`src/rtl/jtag_tap_controller.sv`:
```
// ----------------------------------------------------------------------------
// jtag_tap_controller
//   IEEE 1149.1-style TAP controller. Runs the 16-state TAP machine from tms,
//   holds the instruction register, implements the IDCODE and BYPASS data
//   registers, decodes the boundary-scan register (BSR) strobes and mode
//   controls, and muxes the selected serial path onto tdo.
//
// Ports
//   tck        in   TAP clock; every state/register update is on its rising edge
//   reset      in   synchronous active-high reset (wins over tms)
//   tms        in   test mode select
//   tdi        in   serial data in (IR, IDCODE, bypass, BSR chain input)
//   bsr_tdo    in   serial output of the external BSR chain
//   tdo        out  serial data out (combinational)
//   tdo_en     out  high in Shift-DR / Shift-IR
//   clkDR      out  BSR capture/shift enable
//   shiftDR    out  BSR shift select
//   updateDR   out  BSR update enable
//   mode       out  BSR output mux select (EXTEST)
//   enableIn   out  BSR input capture enable
//   enableOut  out  BSR output drive enable
//   tap_state  out  current TAP state code
//   ir_out     out  active (updated) instruction
// ----------------------------------------------------------------------------
module jtag_tap_controller #(
  parameter int          IR_LEN = 4,
  parameter logic [31:0] IDCODE = 32'h1000_0001
) (
  input  logic              tck,
  input  logic              reset,
  input  logic              tms,
  input  logic              tdi,
  input  logic              bsr_tdo,
  output logic              tdo,
  output logic              tdo_en,
  output logic              clkDR,
  output logic              shiftDR,
  output logic              updateDR,
  output logic              mode,
  output logic              enableIn,
  output logic              enableOut,
  output logic [3:0]        tap_state,
  output logic [IR_LEN-1:0] ir_out
);

  typedef enum logic [3:0] {
    S_TLR     = 4'hF,
    S_RTI     = 4'hC,
    S_SELDR   = 4'h7,
    S_CAPDR   = 4'h6,
    S_SHDR    = 4'h2,
    S_EX1DR   = 4'h1,
    S_PAUSEDR = 4'h3,
    S_EX2DR   = 4'h0,
    S_UPDDR   = 4'h5,
    S_SELIR   = 4'h4,
    S_CAPIR   = 4'hE,
    S_SHIR    = 4'hA,
    S_EX1IR   = 4'h9,
    S_PAUSEIR = 4'hB,
    S_EX2IR   = 4'h8,
    S_UPDIR   = 4'hD
  } state_t;

  localparam logic [IR_LEN-1:0] IR_EXTEST  = '0;
  localparam logic [IR_LEN-1:0] IR_SAMPLE  = IR_LEN'(1);
  localparam logic [IR_LEN-1:0] IR_IDCODE  = IR_LEN'(2);
  localparam logic [IR_LEN-1:0] IR_CAPTURE = IR_LEN'(1);

  state_t              r_state;
  state_t              w_next;
  logic [IR_LEN-1:0]   r_ir_sr;
  logic [IR_LEN-1:0]   r_ir;
  logic [31:0]         r_id_sr;
  logic                r_byp;

  logic                w_sel_extest;
  logic                w_sel_bsr;
  logic                w_sel_id;
  logic                w_tlr_load;

  // Instruction decode; any code other than EXTEST/SAMPLE/IDCODE is BYPASS.
  assign w_sel_extest = (r_ir == IR_EXTEST);
  assign w_sel_bsr    = w_sel_extest || (r_ir == IR_SAMPLE);
  assign w_sel_id     = (r_ir == IR_IDCODE);

  // Entering Test-Logic-Reset through tms has the same register effect as reset.
  assign w_tlr_load   = reset || (w_next == S_TLR);

  // ---- state register ----
  always_ff @(posedge tck) begin
    if (reset) r_state <= S_TLR;
    else       r_state <= w_next;
  end

  // ---- next-state logic ----
  always_comb begin
    w_next = r_state;
    case (r_state)
      S_TLR:     w_next = tms ? S_TLR   : S_RTI;
      S_RTI:     w_next = tms ? S_SELDR : S_RTI;
      S_SELDR:   w_next = tms ? S_SELIR : S_CAPDR;
      S_CAPDR:   w_next = tms ? S_EX1DR : S_SHDR;
      S_SHDR:    w_next = tms ? S_EX1DR : S_SHDR;
      S_EX1DR:   w_next = tms ? S_UPDDR : S_PAUSEDR;
      S_PAUSEDR: w_next = tms ? S_EX2DR : S_PAUSEDR;
      S_EX2DR:   w_next = tms ? S_UPDDR : S_SHDR;
      S_UPDDR:   w_next = tms ? S_SELDR : S_RTI;
      S_SELIR:   w_next = tms ? S_TLR   : S_CAPIR;
      S_CAPIR:   w_next = tms ? S_EX1IR : S_SHIR;
      S_SHIR:    w_next = tms ? S_EX1IR : S_SHIR;
      S_EX1IR:   w_next = tms ? S_UPDIR : S_PAUSEIR;
      S_PAUSEIR: w_next = tms ? S_EX2IR : S_PAUSEIR;
      S_EX2IR:   w_next = tms ? S_UPDIR : S_SHIR;
      S_UPDIR:   w_next = tms ? S_SELDR : S_RTI;
      default:   w_next = S_TLR;
    endcase
  end

  // ---- IR / DR registers ----
  // Capture, shift and update act on the edge that ends the corresponding
  // state; pause and exit states leave every shift register untouched.
  always_ff @(posedge tck) begin
    if (w_tlr_load) begin
      r_ir_sr <= '0;
      r_ir    <= IR_IDCODE;
      r_id_sr <= IDCODE;
      r_byp   <= 1'b0;
    end else begin
      case (r_state)
        S_CAPIR: r_ir_sr <= IR_CAPTURE;
        S_SHIR:  r_ir_sr <= {tdi, r_ir_sr[IR_LEN-1:1]};
        S_UPDIR: r_ir    <= r_ir_sr;
        S_CAPDR: begin
          if (w_sel_id)        r_id_sr <= IDCODE;
          else if (!w_sel_bsr) r_byp   <= 1'b0;
        end
        S_SHDR: begin
          if (w_sel_id)        r_id_sr <= {tdi, r_id_sr[31:1]};
          else if (!w_sel_bsr) r_byp   <= tdi;
        end
        default: ;
      endcase
    end
  end

  // ---- output decode (Moore on state and active instruction) ----
  always_comb begin
    tdo       = 1'b0;
    tdo_en    = 1'b0;
    clkDR     = 1'b0;
    shiftDR   = 1'b0;
    updateDR  = 1'b0;
    mode      = w_sel_extest;
    enableOut = w_sel_extest;
    enableIn  = w_sel_bsr;
    tap_state = r_state;
    ir_out    = r_ir;
    case (r_state)
      S_SHIR: begin
        tdo    = r_ir_sr[0];
        tdo_en = 1'b1;
      end
      S_CAPDR: clkDR = w_sel_bsr;
      S_SHDR: begin
        tdo_en  = 1'b1;
        clkDR   = w_sel_bsr;
        shiftDR = 1'b1;
        if (w_sel_bsr)     tdo = bsr_tdo;
        else if (w_sel_id) tdo = r_id_sr[0];
        else               tdo = r_byp;
      end
      S_UPDDR: updateDR = w_sel_bsr;
      default: ;
    endcase
  end

endmodule

```
`config.mk`:
```
export PLATFORM = sky130hd
export DESIGN_NAME = jtag_tap_controller
export DESIGN_NICKNAME = d
export VERILOG_FILES = /design/src/rtl/jtag_tap_controller.sv
export SDC_FILE = /design/constraint.sdc
export NUM_CORES = 1
export LEC_CHECK = 0
export ABC_AREA = 1
export CAP_MARGIN = 10
export CORE_ASPECT_RATIO = 1.75
export CORE_MARGIN = 5
export CORE_UTILIZATION = 50
export CTS_BUF_LIST = sky130_fd_sc_hd__clkbuf_16
export DETAILED_ROUTE_END_ITERATION = 8
export PLACE_DENSITY_LB_ADDON = 0.08
export SLEW_MARGIN = 5
export SYNTH_ARGS = -nofsm -noshare
export SYNTH_HDL_FRONTEND = slang
export SYNTH_SLANG_ARGS = --single-unit
```
`constraint.sdc`:
```
create_clock -name tck -period 2.1 [get_ports tck]
set_clock_uncertainty 0.1 [all_clocks]
set_input_delay 0.21 -clock tck [delete_from_list [all_inputs] [get_ports tck]]
set_output_delay 0.21 -clock tck [all_outputs]
set_load 0.01 [all_outputs]
```
Word-level counts from Yosys, hierarchy flattened. Cells that the tools add are included.

Output and inout port bits: 16. Register bits: 45. Input port bits: 5. Word-level logic and storage cells: 70.

Equal/unequal tests: 24. Reduce and logical (&&, ||, !) cells: 12. Mux-type cells: 29.

Operators by type and width (number): two-way mux 32 bit (2); case mux 32 bit (2 select lines) (1); case mux 4 bit (12 select lines) (1); equality test 4 bit, second input constant (9); equality test 4 x 3 -> 1 bit, second input constant (4); equality test 4 x 2 -> 1 bit, second input constant (3); two-way mux 2 bit (6); two-way mux 3 bit (4); inequality test 2 bit, second input constant (6); two-way mux 1 bit (11); equality test 4 x 1 -> 1 bit, second input constant (2); zero test 4 bit (2); case mux 4 bit (2 select lines) (1); OR reduction 2 bit (3); AND reduction 5 bit (1); two-way mux 4 bit (1); case mux 1 bit (2 select lines) (2); nonzero test 2 bit (2); AND reduction 3 bit (1); OR reduction 3 bit (1); logical OR 1 bit (2).

Longest topological paths before layout. Gate-level depths: netlist of the first run.

Depth in word-level cells: 5. Depth in mapped cells: 12. Mapped depth without buffers: 11.

Worst setup path before layout of the first run. Ideal clock, no wire load.

Kind: reg2reg. Start point: register r_state[1] (netlist: tap_state[1]). End point: register r_id_sr[0]. Stages on the path, launching flop included: 10. Arrival: 1432 ps. Library setup time: 116 ps. Buffers on the path: 2. Clock period less this slack: 1648 ps. Slack: 452 ps. Required time: 1884 ps. Path through: dfxtp_1 nand2_1 nor2_2 inv_2 nor2_4 nand2_1 buf_2 buf_6 o22ai_1 nand2_1.

Longest elaborated chain between the ends: 5. Elaborated cells between the ends (all ways): 27. Classes of those cells: eq/ne (18); mux (2); reduce/logical (7).

Ends and longest elaborated chain: start, declared (RTL line 70) `state_t r_state;`; start signal, assigned (RTL line 93) `else r_state <= w_next;`; equality test 4 x 3 -> 1 bit (tied with other cells) (RTL line 99) `case (r_state)`; OR reduction 3 bit (no line) / OR reduction 2 bit (equally long branches); case mux 4 bit (12 select lines) (RTL line 99); equality test 4 bit (RTL line 88) `assign w_tlr_load = reset || (w_next == S_TLR);`; logical OR 1 bit (RTL line 88); end signal, assigned (RTL line 139) `if (w_sel_id) r_id_sr <= {tdi, r_id_sr[31:1]};`; end, declared (RTL line 74) `logic [31:0] r_id_sr;`.

Parallel ways exist; a longest one is shown, timed or not. A chain may end at the register's enable or synchronous reset.

Final worst setup path of the first run.
Start point: register r_state[2] (netlist: tap_state[2]). End point: output updateDR.

Longest elaborated chain between the ends: 2.

Ends and longest elaborated chain: equality test 4 x 3 -> 1 bit (RTL line 159) `case (r_state)`; two-way mux 1 bit (RTL line 159); end, declared (RTL line 38) `output logic updateDR,`.

No other way between the ends.

==> results of run 1 <==
-- per-stage QoR --
stage,hold slack (ns),setup WS (ns)
after floorplan,0.287,0.452
after global placement,0.362,0.0876
after detailed placement,0.377,0.0709
after CTS,0.390,0.00762
after global routing,0.413,0.00528
final,0.380,0.130
-- worst paths after layout --
kind / cells after the start / start / slack, ns / to
setup reg to reg: 13 / tap_state[3] / 0.39 / r_id_sr[24]
setup / recovery: 5 / tap_state[2] / 0.13 / updateDR
hold / removal: 2 / r_id_sr[29] / 0.38 / r_id_sr[28]
hold reg to reg: 2 / r_id_sr[29] / 0.38 / r_id_sr[28]
-- what timing repair did --
action,in CTS,in global routing
gates resized for setup,5,2
endpoints found under the setup margin,2,3
hold buffers,0,0
pin swaps,1,2
setup buffers,2,1
-- synthesized netlist by cell type, drive strengths merged --
cell type  instances
inv               84
nand2             82
dfxtp             45
o22ai             28
nor2              19
o21ai             14
nand3             12
buf                8
a21oi              3
clkbuf             3
o211ai             1
-- metal layers --
metal / GRT usage / wire (um) / vias to the layer above
li1: - / - / 950
met1: 0.184 / 1740 / 783
met2: 0.276 / 1970 / 40
met3: 0.0342 / 181 / 12
met4: 0.0928 / 109 / 0
met5: 0 / 0 / -
-- power by group --
group / switching, mW / internal (mW)
registers: 0.0663 / 0.936
logic: 0.737 / 0.498
clock network: 0.305 / 0.430
total: 1.11 / 1.86
-- area by class of cell --
cell class / count / area, sq um
fillers: 389 / 1440
flip-flops and latches: 45 / 903
multi-input cells: 159 / 762
repair buffers: 31 / 322
inverters: 84 / 315
clock buffers: 5 / 125
well taps: 48 / 60.1
clock inverters: 3 / 12.5
-- cell families (layout without fill, tap and decap cells) --
kind of cell / Yosys count / in the layout
DFF: 45 / 45
buffers and inverters: 95 / 123
and+or+nand+nor: 113 / 113
AOI/OAI and AO/OA: 46 / 46
-- worst min-delay path, delay by kind of cell, from the launching register on --
kind               cells  cell delay (ns)
DFF                    1             0.33
AOI/OAI and AO/OA      1             0.08
and+or+nand+nor        1             0.06
-- registers in the layout, indices dropped and copies added, names as in the netlist --
register	count
r_id_sr	32
r_byp	1
ir_out	4
r_ir_sr	4
tap_state	4
==> metrics.md, run 1 <==
| Metric | Value |
|---|---|
| Max-cap violation count | `0` |
| Vias in the first global route | `1602` |
| CTS tree | `yes` |
| Global-route wire length before repair | `6.96 mm` |
| Dpl hpwl | `2.77 mm` |
| Final TNS setup | `0 ns` |
| Clock period minus worst slack | `1.97 ns` |
| Remaining Overflow, GRT | `0` |
| DR vias/cell | `4.76` |
| GR Util All Layers | `0.163` |
| Post-route ant nets | `0` |
| Drt pass-1 iters | `4` |
| Routed vias | `1785` |
| Slew Limit Fails | `0` |
| Final instance area | `2500 sq um` |
| Area contributors post-synth | `dfxtp_1, nand2_1, inv_1` |
| Die W | `58.4 um` |
| F_max | `0.508 GHz` |
| Critical-path maximum fanout | `7` |
| Period utilisation layout | `0.938` |
| Die area | `5530 sq um` |
| # diodes | `0` |
| #FFs+latches synth | `45` |
| Root Buffer | `clkbuf_16` |
| Simple-gate area share of the yosys netlist | `0.235` |
| Worst VDD drop | `0.798 mV` |
| Initial Util | `0.520` |
| Multiplexer share of the synthesized area | `0` |
| Layout area overhead | `21.9%` |
| DP Area | `2330 sq um` |
| Slowest stage delay, CP | `0.54 ns` |
| Largest family of logic cells by synthesized area | `simple AND/OR/NAND/NOR gates` |
| Cts bufs inserted | `5` |
| Nets | `331` |
| Post-Place Cells | `364` |
| Compound-Gate Fraction of Synth Area | `0.131` |
| Height of the chip | `94.7 um` |
| Number of buffers added on ports | `20` |
| Slew HR | `0.831` |
| Worst EP arrival | `1.66 ns` |
| Final RePlAce weighted congestion | `0.922` |
| Synthesized Nets | `304` |
| Commonest cells after routing, fill and taps aside | `nand2_1, inv_1, dfxtp_1, o22ai_1, clkdlybuf4s50_1` |
| Htree depth | `2` |
| Hold WC Path Type | `register to register` |
| Most common cell after layout, fill and taps aside | `nand2_1` |
| Endpoint class of the critical path | `output pin` |
| Distinct cells, synth | `18` |
| Fin util | `0.634` |
| Worst path required time | `1.79 ns` |
| Cell area after synthesis | `2050 sq um` |
| Final Hold Vio Count | `0` |
| Synth Area in Adders | `0` |
| Share of layout cells above drive strength 1 | `0.147` |
| Iteration-0 DRC Markers | `76` |
| Wirelength, routed | `4.00 mm` |
| Critical path, cell by cell | `inv_2 > nor2_4 > nand2_1 > nor2_1 > clkdlybuf4s50_1` |
| Power density over the cells | `1190 nW/um^2` |
| Pleak | `1.28 nW` |
| Worst Path Buf+Inv | `2` |
| Initial antenna violation count | `0` |
| Slowest CP cell | `clkdlybuf4s50_1` |
| Drt drc | `0` |
| Setup CP Type | `register to output pin` |
| Seq/Total Area, Yosys | `0.439` |
| Power, Total | `2.97 mW` |
| Largest net degree at the start of global routing | `42` |
| Drt wl/cell | `10.7 um` |
| YS warnings | `0` |
| Yosys top cell area share | `0.439` |
| Fin cells | `375` |
| Largest area contributor in the netlist | `dfxtp_1` |
| Max clock buf depth | `2` |
| Synth Area in XOR/XNOR | `0` |
| # rows | `30` |
| Clock sink count | `45` |
| Ports | `21` |
| Least-Margin Pin Slew | `0.253 ns` |
| CP startpoint kind | `register` |
| Worst-Skew Late Latency | `0.28 ns` |
| RSZ-0062 raised after global routing | `no` |
| Mapped Cells | `299` |
| Reg clk slew, reported paths | `0.06 ns` |
| Placeable Area | `3940 sq um` |
| CP delay by family, top | `buffers and inverters` |
| Status | `completed` |
| Setup violators final | `0` |
| Syn avg cell area | `6.86 sq um` |
Note: power is estimated with default switching activity, not from simulation.
==> run 2, diff against run 1 <==
CORE_UTILIZATION = 45   (was 50)
==> metrics.md, run 2 (synthesized netlist as in run 1, its figures left out) <==
| Metric | Value |
|---|---|
| Status | `completed` |
| Worst path required time | `1.79 ns` |
| Iteration-0 DRC Markers | `81` |
| Dpl hpwl | `2.99 mm` |
| Setup CP Type | `register to output pin` |
| Worst VDD drop | `0.768 mV` |
| Fin cells | `380` |
| Initial Util | `0.466` |
| Slew Limit Fails | `0` |
| Post-route ant nets | `0` |
| Nets | `333` |
| Reg with most FFs | `r_id_sr` |
| Initial antenna violation count | `0` |
| Endpoint class of the critical path | `output pin` |
| Number of buffers added on ports | `20` |
| Setup violators final | `0` |
| Wirelength, routed | `4.18 mm` |
| Height of the chip | `99.3 um` |
| Ports | `21` |
| Share of layout cells above drive strength 1 | `0.149` |
| Worst Path Buf+Inv | `2` |
| Fillcell total | `454` |
| Reg clk slew, reported paths | `0.06 ns` |
| Routed vias | `1786` |
| CP startpoint kind | `register` |
| Max FFs per register | `32` |
| Worst EP arrival | `1.68 ns` |
| Period utilisation layout | `0.947` |
| Max-cap violation count | `0` |
| Vias in the first global route | `1598` |
| Layout area overhead | `23.0%` |
| Slowest CP cell | `clkdlybuf4s50_1` |
| GR Util All Layers | `0.151` |
| Cts hold-fix bufs | `0` |
| DR vias/cell | `4.70` |
| Power, Total | `3.00 mW` |
| Largest net degree at the start of global routing | `31` |
| RSZ-0062 raised after global routing | `no` |
| Pleak | `1.29 nW` |
| Worst-Skew Late Latency | `0.28 ns` |
| Placeable Area | `4400 sq um` |
| Die W | `61.0 um` |
| Power density over the cells | `1190 nW/um^2` |
| Final TNS setup | `0 ns` |
| Post-Place Cells | `371` |
| Clock sink count | `45` |
| Critical-path maximum fanout | `6` |
| Slowest stage delay, CP | `0.54 ns` |
| Hold WC Path Type | `register to register` |
| Final Hold Vio Count | `0` |
| Root Buffer | `clkbuf_16` |
| CTS tree | `yes` |
| Die area | `6060 sq um` |
| CP delay by family, top | `buffers and inverters` |
| Area of the multi-input gates | `764 sq um` |
| # rows | `32` |
| Drt drc | `0` |
| Slew HR | `0.817` |
| Global-route wire length before repair | `6.94 mm` |
| Final RePlAce weighted congestion | `0.937` |
| Drt wl/cell | `11.0 um` |
| Htree depth | `2` |
| Cts bufs inserted | `5` |
| Clock period minus worst slack | `1.99 ns` |
| Least-Margin Pin Slew | `0.274 ns` |
| Remaining Overflow, GRT | `0` |
| Register Area | `901 sq um` |
| Commonest cells after routing, fill and taps aside | `nand2_1, inv_1, dfxtp_1, o22ai_1, clkdlybuf4s50_1` |
| Drt pass-1 iters | `4` |
| # diodes | `0` |
| Most common cell after layout, fill and taps aside | `nand2_1` |
| Critical path, cell by cell | `inv_2 > nor2_4 > nand2_1 > nor2_1 > clkdlybuf4s50_1` |
| F_max | `0.503 GHz` |
| Max clock buf depth | `2` |
-- run 2: cell types whose count changed in the layout (fill, tap and decap cells not counted), moves of 2 or more --
cell,delta
buf_4,+2
clkinv_1,-2
dfxtp_1,+2
dfxtp_2,-2
inv_1,+2
-- run 2: cell type report --
type	instances	share of cell area
sequential	45	0.357
multi-input combinational	159	0.303
timing repair buffer	33	0.134
inverter	84	0.125
clock buffer	5	0.0496
tap	51	0.0253
clock inverter	3	0.00595
-- run 2: timing repair --
action | in CTS | in global routing
endpoints found under the setup margin | 1 | 3
gates resized for setup | 2 | 5
pin swaps | 1 | 0
buffers inserted | 1 | 0
-- run 2: path summary, 6_finish.rpt --
check,startpoint,end,slack (ns),cells after the start
worst max-delay path,tap_state[2],updateDR,0.11,5
worst min-delay path,r_id_sr[1],r_id_sr[0],0.38,2
worst max register to register,tap_state[3],r_ir_sr[2],0.35,12
worst min register to register,r_id_sr[1],r_id_sr[0],0.38,2
-- run 2: worst min-delay path, delay by kind of cell (launching register included) --
family / cells / cell delay (ns)
simple gates: 1 / 0.06
flops: 1 / 0.32
compound gates: 1 / 0.07
-- run 2: report_power, final --
part / leakage, nW / total (mW) / switching (mW) / internal (mW)
clock: 0.0724 / 0.737 / 0.305 / 0.432
combinational: 0.855 / 1.27 / 0.746 / 0.521
sequential: 0.364 / 1.00 / 0.0682 / 0.932
-- run 2: through the flow --
step | utilization | hold WS, ns | instance area, sq um | setup slack (ns)
5_1_grt | 0.573 | 0.424 | 2520 | 0.00419
2_1_floorplan | - | 0.287 | 2050 | 0.452
3_3_place_gp | 0.536 | 0.364 | 2360 | 0.104
3_5_place_dp | 0.536 | 0.368 | 2360 | 0.112
6_report | 0.573 | 0.382 | 2520 | 0.112
4_1_cts | 0.570 | 0.383 | 2510 | 0.0351
-- run 2: layer usage --
| layer | track usage | share of wire | vias up |
|---|---|---|---|
| li1 | - | - | 951 |
| met1 | 0.160 | 0.42 | 792 |
| met2 | 0.265 | 0.52 | 33 |
| met3 | 0.0312 | 0.030 | 10 |
| met4 | 0.0801 | 0.033 | 0 |
| met5 | 0 | 0 | - |
==> run 3, diff against run 2 <==
SLEW_MARGIN = 20   (was 5)
==> results of run 3 <==
The final DEF is identical to that of run 2; final timing and power are the same.
